<file path="src/rtl/seg7_pkg.sv">
// Shared constants and types for the 4-digit multiplexed 7-segment scan controller.
package seg7_pkg;

   localparam int unsigned NUM_DIGITS = 4;

   localparam logic [7:0] SEG_BLANK = 8'h00;
   localparam logic [3:0] DIG_OFF   = 4'b1111;

   // {g,f,e,d,c,b,a} patterns for decimal digits 0..9
   localparam logic [6:0] SEG_PATTERNS [10] = '{
      7'h3F, 7'h06, 7'h5B, 7'h4F, 7'h66, 7'h6D, 7'h7D, 7'h07, 7'h7F, 7'h6F
   };

   typedef enum logic {StIdle, StPending} buf_state_e;

endpackage

</file>
<file path="src/rtl/seg7_scan_ctrl_if.sv">
// Write port of the scan controller: valid/ready handshake carrying BCD digits and decimal points.
interface seg7_scan_ctrl_if;
   import seg7_pkg::*;

   logic                      wr_valid;
   logic                      wr_ready;
   logic [4*NUM_DIGITS-1:0]   wr_data;
   logic [NUM_DIGITS-1:0]     wr_dp;

   modport master (output wr_valid, output wr_data, output wr_dp, input wr_ready);
   modport slave  (input wr_valid, input wr_data, input wr_dp, output wr_ready);

endinterface

</file>
<file path="src/rtl/seg7_decode.sv">
// BCD nibble to 7-segment pattern; non-decimal values produce a blank digit.
module seg7_decode
   import seg7_pkg::*;
(
   input  logic [3:0] nibble,
   output logic [6:0] pattern
);

   always_comb begin
      pattern = SEG_BLANK[6:0];
      if (nibble < 4'd10) pattern = SEG_PATTERNS[nibble];
   end

endmodule

</file>
<file path="src/rtl/seg7_scan_ctrl.sv">
// Multiplexed 7-segment scan controller with frame-aligned double buffering,
// brightness PWM and optional leading-zero blanking.
module seg7_scan_ctrl
   import seg7_pkg::*;
#(
   parameter int unsigned DWELL = 256
) (
   input  logic                  clk,
   input  logic                  rst,
   seg7_scan_ctrl_if.slave       wr,
   input  logic                  blank_lz,
   input  logic [2:0]            brightness,
   output logic [NUM_DIGITS-1:0] digits,
   output logic [7:0]            segments,
   output logic                  frame_done
);

   localparam int unsigned IdxW = $clog2(NUM_DIGITS);
   localparam int unsigned CntW = $clog2(DWELL);
   localparam int unsigned Step = DWELL / 8;
   localparam logic [CntW-1:0] CntMax  = CntW'(DWELL - 1);
   localparam logic [IdxW-1:0] LastIdx = IdxW'(NUM_DIGITS - 1);

   if (((DWELL % 8) != 0) || (DWELL < 8)) begin : g_dwell_check
      $error("DWELL must be a multiple of 8 and at least 8");
   end

   logic [IdxW-1:0]         idx_q;
   logic [CntW-1:0]         cnt_q;
   logic [2:0]              bright_q;
   buf_state_e              buf_q, buf_d;
   logic [4*NUM_DIGITS-1:0] shadow_data_q, active_data_q;
   logic [NUM_DIGITS-1:0]   shadow_dp_q, active_dp_q;
   logic [NUM_DIGITS-1:0]   digits_q;
   logic [7:0]              segments_q;

   logic                    dwell_end, accept, commit, lit, lz_blank;
   logic [3:0]              nibble;
   logic [6:0]              pattern;
   logic [NUM_DIGITS-1:0]   zero_hi;
   logic [31:0]             lit_limit;

   assign dwell_end  = (cnt_q == CntMax);
   assign frame_done = dwell_end && (idx_q == LastIdx);
   assign wr.wr_ready = (buf_q == StIdle);
   assign accept     = wr.wr_valid && wr.wr_ready;
   // Only a write already pending before this frame_done cycle is committed now.
   assign commit     = frame_done && (buf_q == StPending);

   always_comb begin
      buf_d = buf_q;
      case (buf_q)
         StIdle:    if (accept) buf_d = StPending;
         StPending: if (commit) buf_d = StIdle;
         default:   buf_d = StIdle;
      endcase
   end

   assign nibble = active_data_q[{idx_q, 2'b00} +: 4];

   seg7_decode u_decode (
      .nibble  (nibble),
      .pattern (pattern)
   );

   // zero_hi[k]: nibble k and every more significant nibble are zero
   always_comb begin
      zero_hi = '0;
      zero_hi[NUM_DIGITS-1] = (active_data_q[4*NUM_DIGITS-1 -: 4] == 4'd0);
      for (int k = NUM_DIGITS - 2; k >= 0; k--) begin
         zero_hi[k] = zero_hi[k+1] && (active_data_q[4*k +: 4] == 4'd0);
      end
   end

   assign lz_blank  = blank_lz && (idx_q != '0) && zero_hi[idx_q];
   assign lit_limit = (32'(bright_q) + 32'd1) * Step;
   // bright_q is only refreshed at the end of counter 0, which is always lit anyway
   assign lit       = (cnt_q == '0) || (32'(cnt_q) < lit_limit);

   always_ff @(posedge clk) begin
      if (rst) begin
         idx_q         <= '0;
         cnt_q         <= '0;
         bright_q      <= '0;
         buf_q         <= StIdle;
         shadow_data_q <= '0;
         shadow_dp_q   <= '0;
         active_data_q <= '0;
         active_dp_q   <= '0;
         digits_q      <= DIG_OFF;
         segments_q    <= SEG_BLANK;
      end else begin
         buf_q <= buf_d;
         cnt_q <= dwell_end ? '0 : cnt_q + CntW'(1);
         if (dwell_end) idx_q <= (idx_q == LastIdx) ? '0 : idx_q + IdxW'(1);
         if (cnt_q == '0) bright_q <= brightness;
         if (accept) begin
            shadow_data_q <= wr.wr_data;
            shadow_dp_q   <= wr.wr_dp;
         end
         if (commit) begin
            active_data_q <= shadow_data_q;
            active_dp_q   <= shadow_dp_q;
         end
         digits_q   <= lit ? ~(NUM_DIGITS'(1) << idx_q) : DIG_OFF;
         segments_q <= lit ? {active_dp_q[idx_q], (lz_blank ? 7'h00 : pattern)} : SEG_BLANK;
      end
   end

   assign digits   = digits_q;
   assign segments = segments_q;

endmodule

</file>
<file path="src/flat_wrapper.sv">
// flat-port wrapper written by rule: the top's interface ports become plain ports
module seg7_scan_ctrl_flat import seg7_pkg::*;
#(
   parameter int unsigned DWELL = 256
)
  (clk, rst, blank_lz, brightness, digits, segments, frame_done, wr_wr_valid, wr_wr_data, wr_wr_dp, wr_wr_ready);
  seg7_scan_ctrl_if wr_i ();
  input  logic clk;
  input  logic rst;
  input  logic blank_lz;
  input  logic [2:0] brightness;
  output logic [NUM_DIGITS-1:0] digits;
  output logic [7:0] segments;
  output logic frame_done;
  input wire logic [$bits(wr_i.wr_valid)-1:0] wr_wr_valid;
  input wire logic [$bits(wr_i.wr_data)-1:0] wr_wr_data;
  input wire logic [$bits(wr_i.wr_dp)-1:0] wr_wr_dp;
  output wire logic [$bits(wr_i.wr_ready)-1:0] wr_wr_ready;
  assign wr_i.wr_valid = wr_wr_valid;
  assign wr_i.wr_data = wr_wr_data;
  assign wr_i.wr_dp = wr_wr_dp;
  assign wr_wr_ready = wr_i.wr_ready;
  seg7_scan_ctrl #(.DWELL(DWELL)) u_core (.clk(clk), .rst(rst), .wr(wr_i), .blank_lz(blank_lz), .brightness(brightness), .digits(digits), .segments(segments), .frame_done(frame_done));
endmodule
</file>
<file path="config.mk">
export PLATFORM = sky130hd
export DESIGN_NAME = seg7_scan_ctrl_flat
export DESIGN_NICKNAME = d
export VERILOG_FILES = /design/src/rtl/seg7_pkg.sv /design/src/rtl/seg7_scan_ctrl_if.sv /design/src/rtl/seg7_decode.sv /design/src/rtl/seg7_scan_ctrl.sv /design/src/flat_wrapper.sv
export SDC_FILE = /design/constraint.sdc
export NUM_CORES = 1
export LEC_CHECK = 0
export CORE_ASPECT_RATIO = 0.6
export CORE_UTILIZATION = 47
export DETAILED_ROUTE_END_ITERATION = 16
export PLACE_DENSITY_LB_ADDON = 0.3
export SLEW_MARGIN = 15
export SYNTH_ARGS = -nofsm -noshare
export SYNTH_HDL_FRONTEND = slang
export SYNTH_SLANG_ARGS = --single-unit
export TNS_END_PERCENT = 5
</file>
<file path="constraint.sdc">
create_clock -name clk -period 3.4 [get_ports clk]
set_input_delay 0.68 -clock clk [delete_from_list [all_inputs] [get_ports clk]]
set_output_delay 0.68 -clock clk [all_outputs]
set_load 0.005 [all_outputs]
</file>
==> results of run 1 <==
cell families (layout without fill, tap and decap cells):
logic type	after synthesis	in the layout
flip-flops	66	66
adder cells (fa/ha/maj)	15	15
multiplexers	11	11
buffers and inverters	25	66
XOR/XNOR	6	6
AO/OA/AOI/OAI	55	55
AND/OR/NAND/NOR	138	138
registers in the layout, indices dropped and copies added (netlist names):
name                  cells
u_core.active_data_q     16
u_core.shadow_data_q     16
u_core.cnt_q              8
u_core.segments           8
u_core.active_dp_q        4
u_core.digits             4
u_core.shadow_dp_q        4
u_core.bright_q           3
u_core.idx_q              2
u_core.buf_q              1
power groups by stage:
stage / sequential, W / combinational, W / clock (W)
after floorplan: 0.000832 / 0.0000651 / 0
after global placement: 0.000833 / 0.000122 / 0
after detailed placement: 0.000834 / 0.000124 / 0
after CTS: 0.000817 / 0.000125 / 0.000682
after global routing: 0.000820 / 0.000140 / 0.000720
final: 0.000817 / 0.000124 / 0.000662
path summary, 6_finish.rpt:
kind,start,end,slack (ns)
min reg2reg,u_core.active_dp_q[1],u_core.active_dp_q[1],0.46
max reg2reg,u_core.cnt_q[0],u_core.active_dp_q[3],1.24
min,u_core.active_dp_q[1],u_core.active_dp_q[1],0.46
max,u_core.cnt_q[0],frame_done,0.61
critical path, stage by stage, from the launching register on:
cell and delay [ns]:
dfxtp_1 0.37, ha_1 0.23, nand2_1 0.11, nor3_2 0.38, and2_1 0.20, clkdlybuf4s50_1 0.49
per-layer routing:
metal | up-vias | part of all wire | wire length, um
li1 | 1124 | - | -
met5 | - | 0 | 0
met2 | 54 | 0.41 | 2224
met3 | 2 | 0.060 | 324
met4 | 0 | 0.0026 | 14
met1 | 982 | 0.53 | 2844
through the flow:
step | instance area [sq um] | worst slack, ns
6_report | 3411 | 0.6093
5_1_grt | 3411 | 0.4578
4_1_cts | 3411 | 0.5962
3_5_place_dp | 3207 | 0.9966
3_3_place_gp | 3207 | 1.051
2_1_floorplan | 2766 | 1.594
cell type report:
class / instances / area (sq um)
clock inverters: 2 / 35.03
multi-input cells: 225 / 1336
well taps: 80 / 100.1
inverters: 9 / 33.78
repair buffers: 42 / 415.4
clock buffers: 13 / 168.9
flip-flops and latches: 66 / 1321
fillers: 534 / 2212
synth_stat cells, types with 3 or more instances:
| library cell | n | area share |
|---|---|---|
| a21oi_1 | 46 | 0.083 |
| clkbuf_1 | 13 | 0.018 |
| dfxtp_1 | 66 | 0.48 |
| ha_1 | 15 | 0.068 |
| inv_1 | 9 | 0.012 |
| mux2i_1 | 6 | 0.022 |
| mux4_2 | 3 | 0.024 |
| nand2_1 | 89 | 0.12 |
| nand3_1 | 5 | 0.0090 |
| nor2_1 | 23 | 0.031 |
| nor3_1 | 3 | 0.0054 |
| nor4_1 | 4 | 0.0090 |
| xnor2_1 | 4 | 0.013 |
placed cells by master (no fill, tap or decap), drive strengths merged, types with 3 or more instances in the layout:
| cell type | n |
|---|---|
| dfxtp | 66 |
| clkdlybuf4s50 | 40 |
| clkbuf | 13 |
| inv | 9 |
| nor3 | 4 |
| mux4 | 5 |
| nand2 | 89 |
| ha | 15 |
| a21oi | 46 |
| xnor2 | 4 |
| o21ai | 3 |
| nor4 | 4 |
| mux2i | 6 |
| nor2 | 23 |
| nand3 | 5 |
==> metrics.csv, run 1 <==
stage,metric,value,unit
run_status,outcome,"complete, no violations",
floorplanning,Core Area,0.005623,sq mm
global_route,M3 GR Usage,0.07605,
timing,# setup viols final,0,
cts,CTS Sinks,66,
critical_path,Setup crit start kind,flop,
timing,worst slew pin tran,0.7337,ns
power,Max VDD drop,0.2516,mV
logic_synthesis,Synth Area in Adders,0.06784,
logic_synthesis,Synth Register Bits,66,
logic_synthesis,library cells used by synthesis,36,
placed_design,Final HPWL DP,3884,um
route,DR pass1 iterations,4,
finish,# diodes,0,
logic_synthesis,xor/xnor cell area share of the yosys netlist,0.01900,
route,Routed WL per cell,12.37,um
logic_synthesis,sequential-to-total area share from yosys stat,0.4776,
route,DRC Markers,0,
global_route,initial antenna violation count,0,
power,power density cells,469.9,mW/mm^2
global_route,most used routing layer,met1,
critical_path,CP Max Fanout,6,
cts,TritonCTS Buffers,9,
critical_path,Register-to-Register Path Depth,6,
finish,layout cells sized above 1,0.07003,
floorplanning,die area,0.006207,sq mm
timing,fmax,358.3,MHz
timing,Clock Skews,0.006310,ns
power,net switching power figure,0.0003389,W
route,final wirelength,5407,um
critical_path,Crit Path Class,reg -> out,
route,DRT iter0 DRCs,88,
timing,period utilisation layout,0.8208,
critical_path,Worst EP arrival,2.11,ns
finish,final non-filler cell total,437,
route,Detail Route Antenna Nets,0,
placed_design,IO buf count,40,
logic_synthesis,average size of a mapped cell,8.754,sq um
placed_design,Placed Cells,422,
power,Final Total Pwr,0.001603,W
critical_path,CP required,2.72,ns
global_route,gr usage total,0.1947,
timing,final count of pins violating max slew,0,
logic_synthesis,Synth Warn #,0,
logic_synthesis,Synth Area in Compound Gates,0.1131,
logic_synthesis,ys flop type,dfxtp_1,
logic_synthesis,Post-Syn Instances,316,
cts,CTS H-tree depth,3,
timing,Fin Hold WS,0.4558,ns
timing,post-layout min period,2.791,ns
global_route,GRT overflow,0,
global_route,met2 Resource Use GR,0.2682,
cts,CTS max path bufs,2,
cts,Post-CTS Setup Bufs,0,
cts,Worst-path clk slew,0.07,ns
power,clock group share of total power,0.413,
finish,fin util,0.6066,
cts,CTS tree,yes,
global_route,met1 Track Usage GR,0.2783,
power,internal power,0.001264,W
finish,area growth from synthesis to layout,23.29,%
cts,# hold bufs at CTS,0,
timing,RSZ-0062 raised after global routing,false,
logic_synthesis,asr flop ratio synth,0,
worst_hold_path,WHS Path Cells,2,
cts,Root Buffer,clkbuf_8,
logic_synthesis,mapped cell area,0.002766,sq mm
timing,final hold viol count,0,
flow_run,max-cap violation count,0,
placed_design,GP Congestion,0.7842,
global_route,first-pass GRT wire length,8866,um
logic_synthesis,multiplexer share of the synthesized area,0.06513,
floorplanning,die height,61.43,um
logic_synthesis,largest family of logic cells by synthesized area,simple AND/OR/NAND/NOR gates,
worst_hold_path,Hold WC Path Type,reg -> reg,
floorplanning,Starting Density,0.4920,
route,total number of vias,2162,
cts,post-CTS resize count,0,
floorplanning,FP Rows,21,
global_route,vias in the first global route,1897,
power,combinational share of power,0.077,
critical_path,Critical Path End Type,output pin,
power,Leak,1.291,nW
cts,worst skew pair latency,0.33,ns
logic_synthesis,Post-Synth Simple-Gate Area,0.2180,
global_route,largest net degree at the start of global routing,47,
floorplanning,Ports,41,
logic_synthesis,Syn Nets,358,
floorplanning,Die Width,101.0,um
power,sequential power share,0.510,
logic_synthesis,"EDFF count, synth",0,
power,Sw Share,0.2114,
timing,Rel. slew slack,0.5095,
route,Via density,4.947,
timing,setup TNS,0,ns
finish,Final #Nets,395,
Note: power is estimated with default switching activity, not from simulation.
==> inputs of run 2 (changes only) <==
==> constraint.sdc (replaced) <==
create_clock -name clk -period 2.4 [get_ports clk]
set_input_delay 0.48 -clock clk [delete_from_list [all_inputs] [get_ports clk]]
set_output_delay 0.48 -clock clk [all_outputs]
set_load 0.005 [all_outputs]
==> run 2 against run 1 <==
  * Combinational power rose by 45%
  * Core utilization up 0.96 points
  * Wire length up 3.0%
  * Highest routed layer unchanged
==> metrics.csv, run 2 (synthesis results as in run 1) <==
stage,metric,value,unit,change
run_status,outcome,"complete, no violations",,
finish,filler instances,524,,-1.9%
floorplanning,Die Width,101.0,um,unchanged
cts,# hold bufs at CTS,0,,unchanged
timing,# setup viols final,0,,unchanged
floorplanning,die area,0.006207,sq mm,unchanged
cts,Worst-path clk slew,0.07,ns,about the same
timing,fmax,432.7,MHz,
route,DR pass1 iterations,4,,unchanged
finish,final non-filler cell total,443,,+1.4%
timing,post-layout min period,2.311,ns,
cts,Root Buffer,clkbuf_8,,
critical_path,"Slowest-stage cell, CP",clkdlybuf4s50_1,,
critical_path,Critical Path End Type,output pin,,
critical_path,CP Cell Sequence,nand3_1 > nor3_2 > and2_1 > clkdlybuf4s50_1,,
timing,worst slew pin tran,0.6536,ns,-0.08012 ns
critical_path,peak per-stage delay on the critical path,0.49,ns,about the same
finish,Reg area,0.001325,sq mm,+0.28%
worst_hold_path,Hold WC Path Type,reg -> reg,,
route,Via density,4.941,,-0.12%
finish,"commonest cells after routing, fill and taps aside","nand2_1 (89), dfxtp_1 (63), a21oi_1 (46)",,
timing,period utilisation layout,0.9628,,
cts,CTS max path bufs,2,,unchanged
finish,"commonest non-fill, non-tap cell in the layout",nand2_1,,
route,DRC Markers,0,,unchanged
finish,top flop regs,"u_core.active_data_q (16), u_core.shadow_data_q (16)",,
critical_path,Register-to-Register Path Depth,8,,+2
cts,TritonCTS Buffers,9,,unchanged
finish,multi-input logic area,0.001339,sq mm,+0.19%
route,final wirelength,5570,um,+3.0%
floorplanning,FP Rows,21,,unchanged
floorplanning,Core Area,0.005623,sq mm,unchanged
route,total number of vias,2189,,+1.2%
timing,Rel. slew slack,0.5632,,+0.05373
route,Detail Route Antenna Nets,0,,unchanged
timing,setup TNS,0,ns,unchanged
global_route,gr usage total,0.1929,,-0.001721
route,Routed WL per cell,12.57,um,+1.6%
finish,layout cells sized above 1,0.09642,,+0.02639
cts,CTS Sinks,66,,unchanged
cts,worst skew pair latency,0.34,ns,about the same
finish,area growth from synthesis to layout,25.24,%,
global_route,GRT overflow,0,,unchanged
cts,CTS tree,yes,,
flow_run,max-cap violation count,0,,unchanged
power,Leak,1.320,nW,+2.3%
power,Max VDD drop,0.3072,mV,+22%
critical_path,Setup crit start kind,flop,,
timing,Clock Skews,0.007235,ns,+0.0009251 ns
placed_design,Final HPWL DP,4051,um,+4.3%
critical_path,worst setup path startpoint,u_core.cnt_q[2],,
finish,# diodes,0,,unchanged
critical_path,Worst EP arrival,1.83,ns,-0.28 ns
critical_path,CP required,1.92,ns,-0.80 ns
cts,CTS H-tree depth,3,,unchanged
timing,final count of pins violating max slew,0,,unchanged
floorplanning,Ports,41,,unchanged
critical_path,CP Max Fanout,5,,-1
power,power density cells,649.4,mW/mm^2,+38%
critical_path,Crit Path Class,reg -> out,,
critical_path,Setup crit end,frame_done,,
finish,Final #Nets,400,,+1.3%
critical_path,reg-to-reg endpoint,u_core.segments[4],,
placed_design,IO buf count,40,,unchanged
global_route,largest net degree at the start of global routing,44,,-6.4%
floorplanning,Starting Density,0.4920,,unchanged
placed_design,Placed Cells,427,,+1.2%
global_route,first-pass GRT wire length,8859,um,about the same
cts,Post-CTS Setup Bufs,0,,unchanged
placed_design,GP Congestion,0.8367,,+6.7%
timing,final hold viol count,0,,unchanged
route,DRT iter0 DRCs,88,,unchanged
timing,RSZ-0062 raised after global routing,false,,
critical_path,r2r startpoint,u_core.bright_q[0],,
critical_path,worst reg2reg setup slack,0.40,ns,-0.84 ns
global_route,initial antenna violation count,0,,unchanged
global_route,vias in the first global route,1864,,-1.7%
floorplanning,die height,61.43,um,unchanged
## run 2: cell count changes in the layout (fill, tap and decap cells not counted), sizes merged
cell and change:
buf +5, clkbuf +2, bufinv -1
## run 2: critical path: cells and delay by family (launching register included)
| kind | cells | cell delay (ns) |
|---|---|---|
| buffers and inverters | 1 | 0.49 |
| DFF | 1 | 0.43 |
| and+or+nand+nor | 3 | 0.58 |
## run 2: timing repair
item | CTS | global route
gates resized for setup | 1 | 3
gates cloned | 0 | 0
setup endpoints to repair | 1 | 1
## run 2: power breakdown
group / switching [W] / internal [W]
Sequential: 0.0000232 / 0.00114
Combinational: 0.0000795 / 0.000101
Clock: 0.000395 / 0.000516
## run 2: metal layers
metal | track usage | routed length [um] | share of wire
met5 | 0 | 0 | 0
met1 | 0.2684 | 2970 | 0.53
met2 | 0.2809 | 2220 | 0.40
met4 | 0.05590 | 45 | 0.0081
met3 | 0.07264 | 333 | 0.060
## run 2: cell type report
cell class / instances / share of cell area
multi-input combinational: 225 / 0.3864
sequential: 66 / 0.3824
timing repair buffer: 47 / 0.1343
clock buffer: 15 / 0.05670
tap: 80 / 0.02889
inverter: 9 / 0.009751
clock inverter: 1 / 0.001445
## run 2: stage by stage
stage,hold WS (ns),setup slack (ns),power [W],instance area [sq um],utilization
CTS,0.4556,0.02295,0.002267,3460,0.6153
global placement,0.4416,0.4027,0.001358,3257,0.5792
detailed placement,0.4458,0.3374,0.001364,3257,0.5792
global route,0.4611,0.002410,0.002346,3465,0.6162
finish,0.4430,0.08917,0.002250,3465,0.6162
floorplan,0.4297,0.5943,0.001270,2766,-
## run 2: worst min-delay path by stage
stage	from	endpoint	slack [ns]	cells after the start
2_1_floorplan	u_core.cnt_q[0]	u_core.cnt_q[0]	0.43	1
3_3_place_gp	u_core.cnt_q[0]	u_core.cnt_q[0]	0.44	1
3_5_place_dp	u_core.shadow_dp_q[3]	u_core.active_dp_q[3]	0.45	2
4_1_cts	u_core.shadow_dp_q[0]	u_core.active_dp_q[0]	0.46	2
5_1_grt	u_core.cnt_q[0]	u_core.cnt_q[0]	0.46	1
6_report	u_core.cnt_q[0]	u_core.cnt_q[0]	0.44	1
